`config.mk`:
```
export PLATFORM = sky130hd
export DESIGN_NAME = post_normalize_round
export DESIGN_NICKNAME = d
export VERILOG_FILES = /design/src/rtl/post_normalize_round.sv
export SDC_FILE = /design/constraint.sdc
export NUM_CORES = 1
export LEC_CHECK = 0
export ABC_CLOCK_PERIOD_IN_PS = 5900
export BUFFER_PORTS_ARGS = -buffer_cell sky130_fd_sc_hd__buf_2
export CORE_ASPECT_RATIO = 1.75
export CORE_MARGIN = 3
export CORE_UTILIZATION = 60
export CTS_BUF_LIST = sky130_fd_sc_hd__clkbuf_16
export CTS_CLUSTER_DIAMETER = 200
export CTS_CLUSTER_SIZE = 30
export DETAILED_ROUTE_END_ITERATION = 12
export PLACE_DENSITY = 0.83
export SLEW_MARGIN = 40
export SYNTH_ARGS = -nofsm -noshare
export SYNTH_HDL_FRONTEND = slang
export SYNTH_SLANG_ARGS = --single-unit
```
`constraint.sdc`:
```
create_clock -name clk -period 5.9 [get_ports clk]
set_input_delay 0.885 -clock clk [delete_from_list [all_inputs] [get_ports clk]]
set_output_delay 0.885 -clock clk [all_outputs]
set_load 0.01 [all_outputs]
```
`src/rtl/post_normalize_round.sv`:
```
// post_normalize_round: iterative FP32 normalize, round-to-nearest-even and pack with valid/ready
module post_normalize_round #(
  parameter int EXP_W  = 8,
  parameter int MANT_W = 23
) (
  input  logic                    clk,
  input  logic                    rst,
  input  logic                    in_valid,
  output logic                    in_ready,
  input  logic                    in_sign,
  input  logic [EXP_W-1:0]        in_exp,
  input  logic [MANT_W+1:0]       in_mant,
  input  logic [2:0]              in_grs,
  output logic                    out_valid,
  input  logic                    out_ready,
  output logic [EXP_W+MANT_W:0]   result,
  output logic                    overflow,
  output logic                    underflow,
  output logic                    inexact
);
  typedef enum logic [1:0] {IDLE, NORM, ROUND, DONE} state_t;
  state_t state;
  logic [24:0] m;
  logic [8:0] e;
  logic g, r, st, sg, sub, byp;
  logic inc, ovf, inx;
  logic [24:0] m24;
  logic [8:0] ef;
  assign in_ready = (state == IDLE);
  always_comb begin
    inc = g & (r | st | m[0]);
    m24 = {1'b0, m[23:0]} + {24'b0, inc};
    ef  = sub ? {8'b0, m24[23]} : e + {8'b0, m24[24]};
    ovf = ef >= 9'd255;
    inx = g | r | st;
  end
  always_ff @(posedge clk or posedge rst) begin
    if (rst) begin
      state     <= IDLE;
      out_valid <= 1'b0;
      result    <= '0;
      overflow  <= 1'b0;
      underflow <= 1'b0;
      inexact   <= 1'b0;
      m         <= '0;
      e         <= '0;
      {g, r, st, sg, sub, byp} <= '0;
    end else begin
      case (state)
        IDLE: if (in_valid) begin
          m         <= in_mant;
          e         <= {1'b0, in_exp};
          {g, r, st} <= in_grs;
          sg        <= in_sign;
          sub       <= 1'b0;
          byp       <= 1'b0;
          state     <= NORM;
        end
        NORM: if (e == 9'd255) begin
          result <= {sg, 8'hFF, 23'h0};
          byp    <= 1'b1;
          state  <= ROUND;
        end else if (m == 25'd0 && !inx) begin
          result <= '0;
          byp    <= 1'b1;
          state  <= ROUND;
        end else if (m[24]) begin
          m     <= {1'b0, m[24:1]};
          g     <= m[0];
          r     <= g;
          st    <= r | st;
          e     <= e + 9'd1;
          state <= ROUND;
        end else if (!m[23] && e > 9'd1) begin
          m <= {m[23:0], g};
          g <= r;
          r <= 1'b0;
          e <= e - 9'd1;
        end else begin
          sub   <= !m[23];
          state <= ROUND;
        end
        ROUND: begin
          if (!byp) begin
            result    <= ovf ? {sg, 8'hFF, 23'h0} : {sg, ef[7:0], m24[22:0]};
            overflow  <= ovf;
            inexact   <= inx;
            underflow <= (ef == 9'd0) & inx;
          end
          out_valid <= 1'b1;
          state     <= DONE;
        end
        DONE: if (out_ready) begin
          out_valid <= 1'b0;
          overflow  <= 1'b0;
          underflow <= 1'b0;
          inexact   <= 1'b0;
          state     <= IDLE;
        end
        default: state <= IDLE;
      endcase
    end
  end
endmodule

```
==> impl_results.html, run 1 <==
<table>
<tr><th>Metric</th><th>Value</th></tr>
<tr><th colspan="2">STA</th></tr>
<tr><td>Worst-case headroom to the max-slew limit</td><td>48.19%</td></tr>
<tr><td>Setup repair after global routing missed its margin</td><td>no</td></tr>
<tr><td>Period utilization</td><td>64.98%</td></tr>
<tr><td>Max Clk Rate</td><td>260.8 MHz</td></tr>
<tr><td>Final hold violation count</td><td>0</td></tr>
<tr><td>Minimum period implied by the final worst setup slack</td><td>3.834 ns</td></tr>
<tr><td>Fin worst setup slack</td><td>2.066 ns</td></tr>
<tr><td>Worst clock skew</td><td>0.008588 ns</td></tr>
<tr><td>Slew @ Worst Pin</td><td>0.7772 ns</td></tr>
<tr><td>Final setup TNS</td><td>0 ns</td></tr>
<tr><td>Total count of max-transition violations in the final report</td><td>0</td></tr>
<tr><td>Final Setup Violations</td><td>0</td></tr>
<tr><th colspan="2">Power</th></tr>
<tr><td>Sequential power share</td><td>32.6%</td></tr>
<tr><td>Power density cells</td><td>616.4 nW/um2</td></tr>
<tr><td>Share of total power consumed by net switching</td><td>46.80%</td></tr>
<tr><td>Worst ir drop on vdd</td><td>0.3951 mV</td></tr>
<tr><td>Overall power after layout</td><td>3.608 mW</td></tr>
<tr><td>Net switching component of the power</td><td>1.689 mW</td></tr>
<tr><td>Clock power frac</td><td>17.6%</td></tr>
<tr><td>Combinational power share</td><td>49.8%</td></tr>
<tr><td>Int Power</td><td>1.919 mW</td></tr>
<tr><td>Leakage power summed over all cells</td><td>2.510 nW</td></tr>
<tr><th colspan="2">Synth</th></tr>
<tr><td>Top post-synthesis cells by count</td><td>dfrtp_1, o21ai_0, o31ai_1</td></tr>
<tr><td>Post-synth top area cell</td><td>dfrtp_1</td></tr>
<tr><td>Share of the yosys chip area belonging to registers</td><td>37.43%</td></tr>
<tr><td>Yosys synthesis warning count</td><td>0</td></tr>
<tr><td>Leading register cell type out of synthesis</td><td>dfrtp_1</td></tr>
<tr><td>Share of async-settable or async-resettable flops after synthesis</td><td>100.0%</td></tr>
<tr><td>Cell area after technology mapping</td><td>5215 um2</td></tr>
<tr><td>Synth top area cells</td><td>dfrtp_1, o21ai_0, o31ai_1, a221o_1, o2bb2ai_1</td></tr>
<tr><td>Synth Register Bits</td><td>78</td></tr>
<tr><td>Most used standard cell by instance count after synthesis</td><td>dfrtp_1</td></tr>
<tr><td>Synthesized net count</td><td>621</td></tr>
<tr><td>Yosys top cell area share</td><td>37.43%</td></tr>
<tr><td>Post-Synthesis Cells</td><td>569</td></tr>
<tr><td>Mean post-synth cell area</td><td>9.165 um2</td></tr>
<tr><td>Post-synth EDFFs</td><td>0</td></tr>
<tr><td>Number of distinct standard cells referenced by the synthesized netlist</td><td>61</td></tr>
<tr><th colspan="2">GRT</th></tr>
<tr><td>Overall global routing resource usage</td><td>30.18%</td></tr>
<tr><td>Met2 usage in global routing</td><td>54.28%</td></tr>
<tr><td>Via count of the first global-routing pass</td><td>4801</td></tr>
<tr><td>Global-route wire length before repair</td><td>23830 um</td></tr>
<tr><td>GR Util met3</td><td>4.381%</td></tr>
<tr><td>Pin count of the biggest net entering global routing</td><td>79</td></tr>
<tr><td>Remaining Overflow, GRT</td><td>0</td></tr>
<tr><td>Highest-utilization routing layer at the global route stage</td><td>met2</td></tr>
<tr><td>Global-route track usage on met1</td><td>33.36%</td></tr>
<tr><td>Initial antenna violation count</td><td>0</td></tr>
<tr><th colspan="2">Setup path</th></tr>
<tr><td>Crit path required time</td><td>6.11 ns</td></tr>
<tr><td>Highest cell delay on the worst timing path</td><td>0.55 ns</td></tr>
<tr><td>Worst setup SP type</td><td>flop</td></tr>
<tr><td>Most frequent cell on the critical path</td><td>ha_1</td></tr>
<tr><td>Number of cells traversed by the worst register-to-register path</td><td>13</td></tr>
<tr><td>FF-to-FF End</td><td>result[17]</td></tr>
<tr><td>Start point of the critical path</td><td>g</td></tr>
<tr><td>Slowest CP cell</td><td>or4_1</td></tr>
<tr><td>Critical Setup Path Class</td><td>flop to flop</td></tr>
<tr><td>Reg2reg setup slack</td><td>2.07 ns</td></tr>
<tr><td>Cells along the critical path</td><td>and2_1, ha_1, nand2_1, nor3_1, nand3_1, nor2_1, ha_1, nand4_2, or4_1, and3_1, o31ai_4, buf_6, o31ai_1</td></tr>
<tr><td>Critical Path Fanout Max</td><td>14</td></tr>
<tr><td>Type of destination of the critical path</td><td>flop</td></tr>
<tr><td>WP data arrival</td><td>4.04 ns</td></tr>
<tr><td>Origin of the critical flop-to-flop path</td><td>g</td></tr>
<tr><td>Last element of the critical path</td><td>result[17]</td></tr>
<tr><th colspan="2">Floorplanning</th></tr>
<tr><td>Y dimension of the die</td><td>129.3 um</td></tr>
<tr><td>Total die area</td><td>9891 um2</td></tr>
<tr><td>Standard-cell rows</td><td>44</td></tr>
<tr><td>Core ar.</td><td>8368 um2</td></tr>
<tr><td>Initial Util</td><td>62.32%</td></tr>
<tr><td>Count of boundary I/O pins</td><td>78</td></tr>
<tr><td>Die X-Extent</td><td>76.48 um</td></tr>
<tr><th colspan="2">Status</th></tr>
<tr><td>Status</td><td>complete, no violations</td></tr>
<tr><th colspan="2">Worst hold path</th></tr>
<tr><td>Type of the most critical hold path</td><td>flop to flop</td></tr>
<tr><th colspan="2">CTS</th></tr>
<tr><td>Total clock buffers created by CTS</td><td>9</td></tr>
<tr><td>Hold buffer count at CTS</td><td>0</td></tr>
<tr><td>Number of cells upsized or downsized after cts</td><td>0</td></tr>
<tr><td>Maximum buffer depth of the clock tree</td><td>2</td></tr>
<tr><td>Sinks on Clock Net</td><td>78</td></tr>
<tr><td>TritonCTS clock tree</td><td>done</td></tr>
<tr><td>Clock latency on the worst-skew pair</td><td>0.34 ns</td></tr>
<tr><td>Count of buffers added by post-CTS timing repair for setup</td><td>0</td></tr>
<tr><td>Buffer cell driving the clock tree root</td><td>clkbuf_16</td></tr>
<tr><td>H-tree levels</td><td>3</td></tr>
<tr><td>CTS clk-pin slew, worst paths</td><td>0.06 ns</td></tr>
<tr><th colspan="2">Detailed routing</th></tr>
<tr><td>Total DRC errors in the routed layout</td><td>0</td></tr>
<tr><td>DRT Wirelength</td><td>14690 um</td></tr>
<tr><td>Routed Antenna Nets</td><td>0</td></tr>
<tr><td>Iteration-0 DRC Markers</td><td>631</td></tr>
<tr><td>Number of detailed-routing iterations run before antenna repair</td><td>5</td></tr>
<tr><td>Via count normalized by instance count</td><td>6.843</td></tr>
<tr><td>Average wire length per cell after detail routing</td><td>20.44 um</td></tr>
<tr><td>Routed vias</td><td>4920</td></tr>
<tr><th colspan="2">Placed design</th></tr>
<tr><td>Number of input and output port buffers inserted</td><td>77</td></tr>
<tr><td>Pre-CTS setup slack</td><td>2.044 ns</td></tr>
<tr><td>Final RePlAce weighted congestion</td><td>0.9074</td></tr>
<tr><td>Placed wire-length estimate</td><td>10060 um</td></tr>
<tr><th colspan="2">Cells and area</th></tr>
<tr><td>Area growth from synthesis to final layout</td><td>12.24%</td></tr>
<tr><td>Layout net count</td><td>652</td></tr>
<tr><td>Antenna cell count</td><td>0</td></tr>
<tr><td>Share of layout cells above drive strength 1</td><td>22.19%</td></tr>
<tr><th colspan="2">Run</th></tr>
<tr><td>Reported max-cap violation count</td><td>0</td></tr>
</table>
sequential cells by signal, indices dropped and copies added (netlist names):
name and flops:
result 32, m 25, e 9, state 2, byp 1, g 1, inexact 1, out_valid 1
overflow 1, r 1, sg 1, st 1, sub 1, underflow 1
cells in the final DEF, fill, tap and decap left out, types with 10 or more instances in the layout:
master / instances
buf_2: 77
nor4_1: 10
inv_1: 11
a221o_1: 23
nand2_1: 25
dfrtp_1: 78
a21oi_1: 15
ha_1: 10
o31ai_1: 32
nand4_1: 15
o21ai_0: 57
nor2_1: 22
xor2_1: 17
o2bb2ai_1: 18
nor3_1: 11
nand3_1: 31
layout make-up:
cell class,instances,area [um2]
Clock inverter,6,111.4
Tap cell,115,143.9
Fill cell,674,2515
Multi-Input combinational cell,413,2919
Inverter,13,48.80
Clock buffer,9,225.2
Timing Repair Buffer,85,452.9
Sequential cell,78,1952
critical path, delay by kind of cell (launching register included):
family / cells / cell delay [ns]
AOI/OAI and AO/OA: 2 / 0.26
and+or+nand+nor: 8 / 2.24
buffers and inverters: 1 / 0.23
DFF: 1 / 0.47
adders and majority gates: 2 / 0.49
power by group through the flow:
stage | sequential (mW) | combinational [mW] | clock (mW)
CTS | 1.16 | 1.77 | 0.636
finish | 1.18 | 1.80 | 0.635
global route | 1.21 | 1.97 | 0.661
global placement | 1.15 | 1.70 | 0
detailed placement | 1.17 | 1.75 | 0
floorplan | 0.951 | 1.53 | 0
metrics by stage:
step | util, % | hold slack (ns) | instance area [um2] | std cells
finish | 69.95 | 0.4793 | 5853 | 719
global route | 69.95 | 0.4994 | 5853 | 719
detailed placement | 65.76 | 0.4692 | 5503 | 703
floorplan | - | 0.4710 | 5215 | 569
CTS | 69.78 | 0.4858 | 5839 | 718
global placement | 65.64 | 0.4675 | 5493 | 703
cell families (layout without fill, tap and decap cells):
logic type               after synthesis  in the layout  share of synthesized area, %
AO/OA/AOI/OAI                        194            194                         26.75
AND/OR/NAND/NOR                      161            161                         17.13
flip-flops                            78             78                         37.43
buffers and inverters                 78            113                         6.886
XOR/XNOR                              26             26                         4.367
multiplexers                          21             21                         4.799
adder cells (fa/ha/maj)               11             11                         2.639
layer usage:
metal | up-vias | wire length, um
li1 | 2211 | -
met1 | 2346 | 5116
met2 | 289 | 7709
met3 | 74 | 1038
met4 | 0 | 827
met5 | - | 0
worst min path at each step:
stage               depth (start not counted)         end  slack [ns]        from
floorplan                                   1          sg        0.47          sg
global placement                            1  result[11]        0.47  result[11]
detailed placement                          1   result[2]        0.47   result[2]
CTS                                         1   result[2]        0.49   result[2]
global route                                1   result[6]        0.50   result[6]
finish                                      1   result[2]        0.48   result[2]
No activity file was read; power rests on OpenSTA's default activity.
==> inputs of run 2 (changes only) <==
- ABC_CLOCK_PERIOD_IN_PS: 5900 -> 3800
- CORE_UTILIZATION: 60 -> 58
- PLACE_DENSITY: 0.83 -> 0.81
- clock period: 5.9 -> 3.8 ns (I/O delays scaled with it)
==> run 2 against run 1 <==
Effect of this change:
- die area increased by 3.2%
- largest power group unchanged
- wire length up 5.5%
- combinational power grew 73%
- global-route usage is 0.95 points higher
- via count rose by 2.4%
==> impl_results.html, run 2 (synthesis gave the netlist of run 1 again) <==
<table>
<tr><th>Metric</th><th>Value</th></tr>
<tr><th colspan="2">Cells and area</th></tr>
<tr><td>Largest register by flop count</td><td>result (unchanged)</td></tr>
<tr><td>Flip-flop count of the largest register after layout</td><td>32 (unchanged)</td></tr>
<tr><td>Total of fill cells in the finished design</td><td>675 (was 674)</td></tr>
<tr><td>Most common library cell in the layout ignoring fill and taps</td><td>dfrtp_1 (unchanged)</td></tr>
<tr><td>Layout net count</td><td>673 (was 652)</td></tr>
<tr><td>Share of layout cells above drive strength 1</td><td>24.92% (was 22.19%)</td></tr>
<tr><td>Area growth from synthesis to final layout</td><td>15.04% (was 12.24%)</td></tr>
<tr><td>Registers with the highest flip-flop counts</td><td>result (32), m (25), e (9) (unchanged)</td></tr>
<tr><td>Antenna cell count</td><td>0 (unchanged)</td></tr>
<tr><td>Non-Filler Instances</td><td>743 (was 719)</td></tr>
<tr><td>Most frequent cells in the layout</td><td>dfrtp_1, buf_2, o21ai_0 (unchanged)</td></tr>
<tr><th colspan="2">Floorplanning</th></tr>
<tr><td>Total die area</td><td>10210 um2 (was 9891 um2)</td></tr>
<tr><td>Count of boundary I/O pins</td><td>78 (unchanged)</td></tr>
<tr><td>Standard-cell rows</td><td>45 (was 44)</td></tr>
<tr><td>Y dimension of the die</td><td>131.4 um (was 129.3 um)</td></tr>
<tr><td>Die X-Extent</td><td>77.68 um (was 76.48 um)</td></tr>
<tr><td>Initial Util</td><td>59.76% (was 62.32%)</td></tr>
<tr><td>Core ar.</td><td>8727 um2 (was 8368 um2)</td></tr>
<tr><th colspan="2">Placed design</th></tr>
<tr><td>Dpl cells</td><td>726 (was 703)</td></tr>
<tr><td>Number of input and output port buffers inserted</td><td>77 (unchanged)</td></tr>
<tr><td>Placed wire-length estimate</td><td>10940 um (was 10060 um)</td></tr>
<tr><td>Final RePlAce weighted congestion</td><td>0.9619 (was 0.9074)</td></tr>
<tr><th colspan="2">Setup path</th></tr>
<tr><td>Slowest CP cell</td><td>or4_1 (unchanged)</td></tr>
<tr><td>Type of destination of the critical path</td><td>flop (unchanged)</td></tr>
<tr><td>Family with the most delay on the worst path</td><td>simple AND/OR/NAND/NOR gates (unchanged)</td></tr>
<tr><td>Number of buffers and inverters on the critical path</td><td>1 (unchanged)</td></tr>
<tr><td>Critical Path Fanout Max</td><td>13 (was 14)</td></tr>
<tr><td>Crit path required time</td><td>4.01 ns (was 6.11 ns)</td></tr>
<tr><td>Critical Setup Path Class</td><td>flop to flop (unchanged)</td></tr>
<tr><td>WP data arrival</td><td>3.75 ns (was 4.04 ns)</td></tr>
<tr><td>Most frequent cell on the critical path</td><td>ha_1 (unchanged)</td></tr>
<tr><td>Highest cell delay on the worst timing path</td><td>0.55 ns (about the same)</td></tr>
<tr><td>Worst setup SP type</td><td>flop (unchanged)</td></tr>
<tr><td>Cells along the critical path</td><td>and2_1, ha_1, nand2_1, nor3_2, nand3_1, nor2_1, ha_1, nand4_2, or4_1, and3_2, o31ai_4, buf_6, o31ai_1 (was and2_1, ha_1, nand2_1, nor3_1, nand3_1, nor2_1, ha_1, nand4_2, or4_1, and3_1, o31ai_4, buf_6, o31ai_1)</td></tr>
<tr><td>Reg2reg setup slack</td><td>0.26 ns (was 2.07 ns)</td></tr>
<tr><th colspan="2">STA</th></tr>
<tr><td>Final setup TNS</td><td>0 ns (unchanged)</td></tr>
<tr><td>Total count of max-transition violations in the final report</td><td>0 (unchanged)</td></tr>
<tr><td>Minimum period implied by the final worst setup slack</td><td>3.537 ns (was 3.834 ns)</td></tr>
<tr><td>Max Clk Rate</td><td>282.8 MHz (was 260.8 MHz)</td></tr>
<tr><td>Final hold violation count</td><td>0 (unchanged)</td></tr>
<tr><td>Final Setup Violations</td><td>0 (unchanged)</td></tr>
<tr><td>Setup repair after global routing missed its margin</td><td>no (unchanged)</td></tr>
<tr><td>Period utilization</td><td>93.07% (was 64.98%)</td></tr>
<tr><td>Worst-case headroom to the max-slew limit</td><td>49.73% (was 48.19%)</td></tr>
<tr><td>Worst clock skew</td><td>0.006722 ns (was 0.008588 ns)</td></tr>
<tr><td>Slew @ Worst Pin</td><td>0.7383 ns (was 0.7772 ns)</td></tr>
<tr><th colspan="2">CTS</th></tr>
<tr><td>Sinks on Clock Net</td><td>78 (unchanged)</td></tr>
<tr><td>Maximum buffer depth of the clock tree</td><td>2 (unchanged)</td></tr>
<tr><td>Number of cells upsized or downsized after cts</td><td>0 (unchanged)</td></tr>
<tr><td>CTS clk-pin slew, worst paths</td><td>0.06 ns (about the same)</td></tr>
<tr><td>TritonCTS clock tree</td><td>done (unchanged)</td></tr>
<tr><td>Clock latency on the worst-skew pair</td><td>0.34 ns (about the same)</td></tr>
<tr><td>Count of buffers added by post-CTS timing repair for setup</td><td>0 (unchanged)</td></tr>
<tr><td>Total clock buffers created by CTS</td><td>9 (unchanged)</td></tr>
<tr><td>Buffer cell driving the clock tree root</td><td>clkbuf_16 (unchanged)</td></tr>
<tr><td>H-tree levels</td><td>3 (unchanged)</td></tr>
<tr><td>Hold buffer count at CTS</td><td>0 (unchanged)</td></tr>
<tr><th colspan="2">Detailed routing</th></tr>
<tr><td>Routed vias</td><td>5036 (was 4920)</td></tr>
<tr><td>Average wire length per cell after detail routing</td><td>20.86 um (was 20.44 um)</td></tr>
<tr><td>Total DRC errors in the routed layout</td><td>0 (unchanged)</td></tr>
<tr><td>Iteration-0 DRC Markers</td><td>568 (was 631)</td></tr>
<tr><td>DRT Wirelength</td><td>15500 um (was 14690 um)</td></tr>
<tr><td>Routed Antenna Nets</td><td>0 (unchanged)</td></tr>
<tr><td>Via count normalized by instance count</td><td>6.778 (was 6.843)</td></tr>
<tr><td>Number of detailed-routing iterations run before antenna repair</td><td>5 (unchanged)</td></tr>
<tr><th colspan="2">Power</th></tr>
<tr><td>Worst ir drop on vdd</td><td>0.6072 mV (was 0.3951 mV)</td></tr>
<tr><td>Overall power after layout</td><td>5.699 mW (was 3.608 mW)</td></tr>
<tr><td>Power density cells</td><td>949.9 nW/um2 (was 616.4 nW/um2)</td></tr>
<tr><td>Leakage power summed over all cells</td><td>2.611 nW (was 2.510 nW)</td></tr>
<tr><th colspan="2">GRT</th></tr>
<tr><td>Overall global routing resource usage</td><td>31.13% (was 30.18%)</td></tr>
<tr><td>Remaining Overflow, GRT</td><td>0 (unchanged)</td></tr>
<tr><td>Global-route wire length before repair</td><td>25090 um (was 23830 um)</td></tr>
<tr><td>Initial antenna violation count</td><td>0 (unchanged)</td></tr>
<tr><td>Via count of the first global-routing pass</td><td>5036 (was 4801)</td></tr>
<tr><td>Pin count of the biggest net entering global routing</td><td>53 (was 79)</td></tr>
<tr><th colspan="2">Run</th></tr>
<tr><td>Reported max-cap violation count</td><td>0 (unchanged)</td></tr>
<tr><th colspan="2">Status</th></tr>
<tr><td>Status</td><td>complete, no violations (unchanged)</td></tr>
<tr><th colspan="2">Worst hold path</th></tr>
<tr><td>Type of the most critical hold path</td><td>input port to asynchronous set/reset pin (was flop to flop)</td></tr>
</table>
## run 2: cell count changes in the layout (fill, tap and decap cells not counted), moves of 2 or more
cell / before / now
nor3_2: 0 / 2
buf_4: 6 / 28
inv_1: 11 / 13
inv_2: 2 / 0
## run 2: report_power, final
group,switching [mW],total (mW),internal [mW]
sequential,0.457,1.67,1.21
combinational,1.85,3.11,1.25
clock,0.356,0.928,0.572
total,2.67,5.70,3.03
## run 2: stage by stage
stage / area (um2) / util (%) / setup slack, ns / hold slack (ns)
2_1_floorplan: 5215 / - / 0.6124 / 0.4710
3_3_place_gp: 5653 / 64.77 / 0.3465 / 0.4686
3_5_place_dp: 5667 / 64.93 / 0.1467 / 0.4688
4_1_cts: 5982 / 68.54 / 0.1415 / 0.3377
5_1_grt: 6000 / 68.75 / 0.05840 / 0.3726
6_report: 6000 / 68.75 / 0.2634 / 0.3139
## run 2: path summary, 6_finish.rpt
kind | cells past startpoint | from | to
worst min register to register | 1 | result[6] | result[6]
worst min-delay path | 2 | rst | result[8]
worst max register to register | 13 | m[0] | result[20]
max in group asynchronous | 3 | rst | result[23]
min in group clk | 2 | out_ready | out_valid
worst max-delay path | 13 | m[0] | result[20]
## run 2: worst register-to-register path: cells and delay by family (launching register included)
family                     cells  cell delay [ns]
adders and majority gates      2             0.49
buffers and inverters          1             0.23
DFF                            1             0.47
AOI/OAI and AO/OA              2             0.25
and+or+nand+nor                8             1.99
## run 2: per-layer routing
layer  wire length, um  GRT usage, %  up-vias
met3              1032         4.664       92
met5                 0             0        -
met2              7988         53.48      306
li1                  -             -     2249
met1              5268         34.46     2389
met4              1207         21.49        0
## run 2: area by class of cell
cell class	instances	area, um2	share of cell area (%)
clock inverter	7	90.09	1.502
inverter	13	51.30	0.8551
multi-input combinational	413	2928	48.80
clock buffer	9	225.2	3.754
sequential	78	1952	32.53
tap	117	146.4	2.440
timing repair buffer	106	606.8	10.11
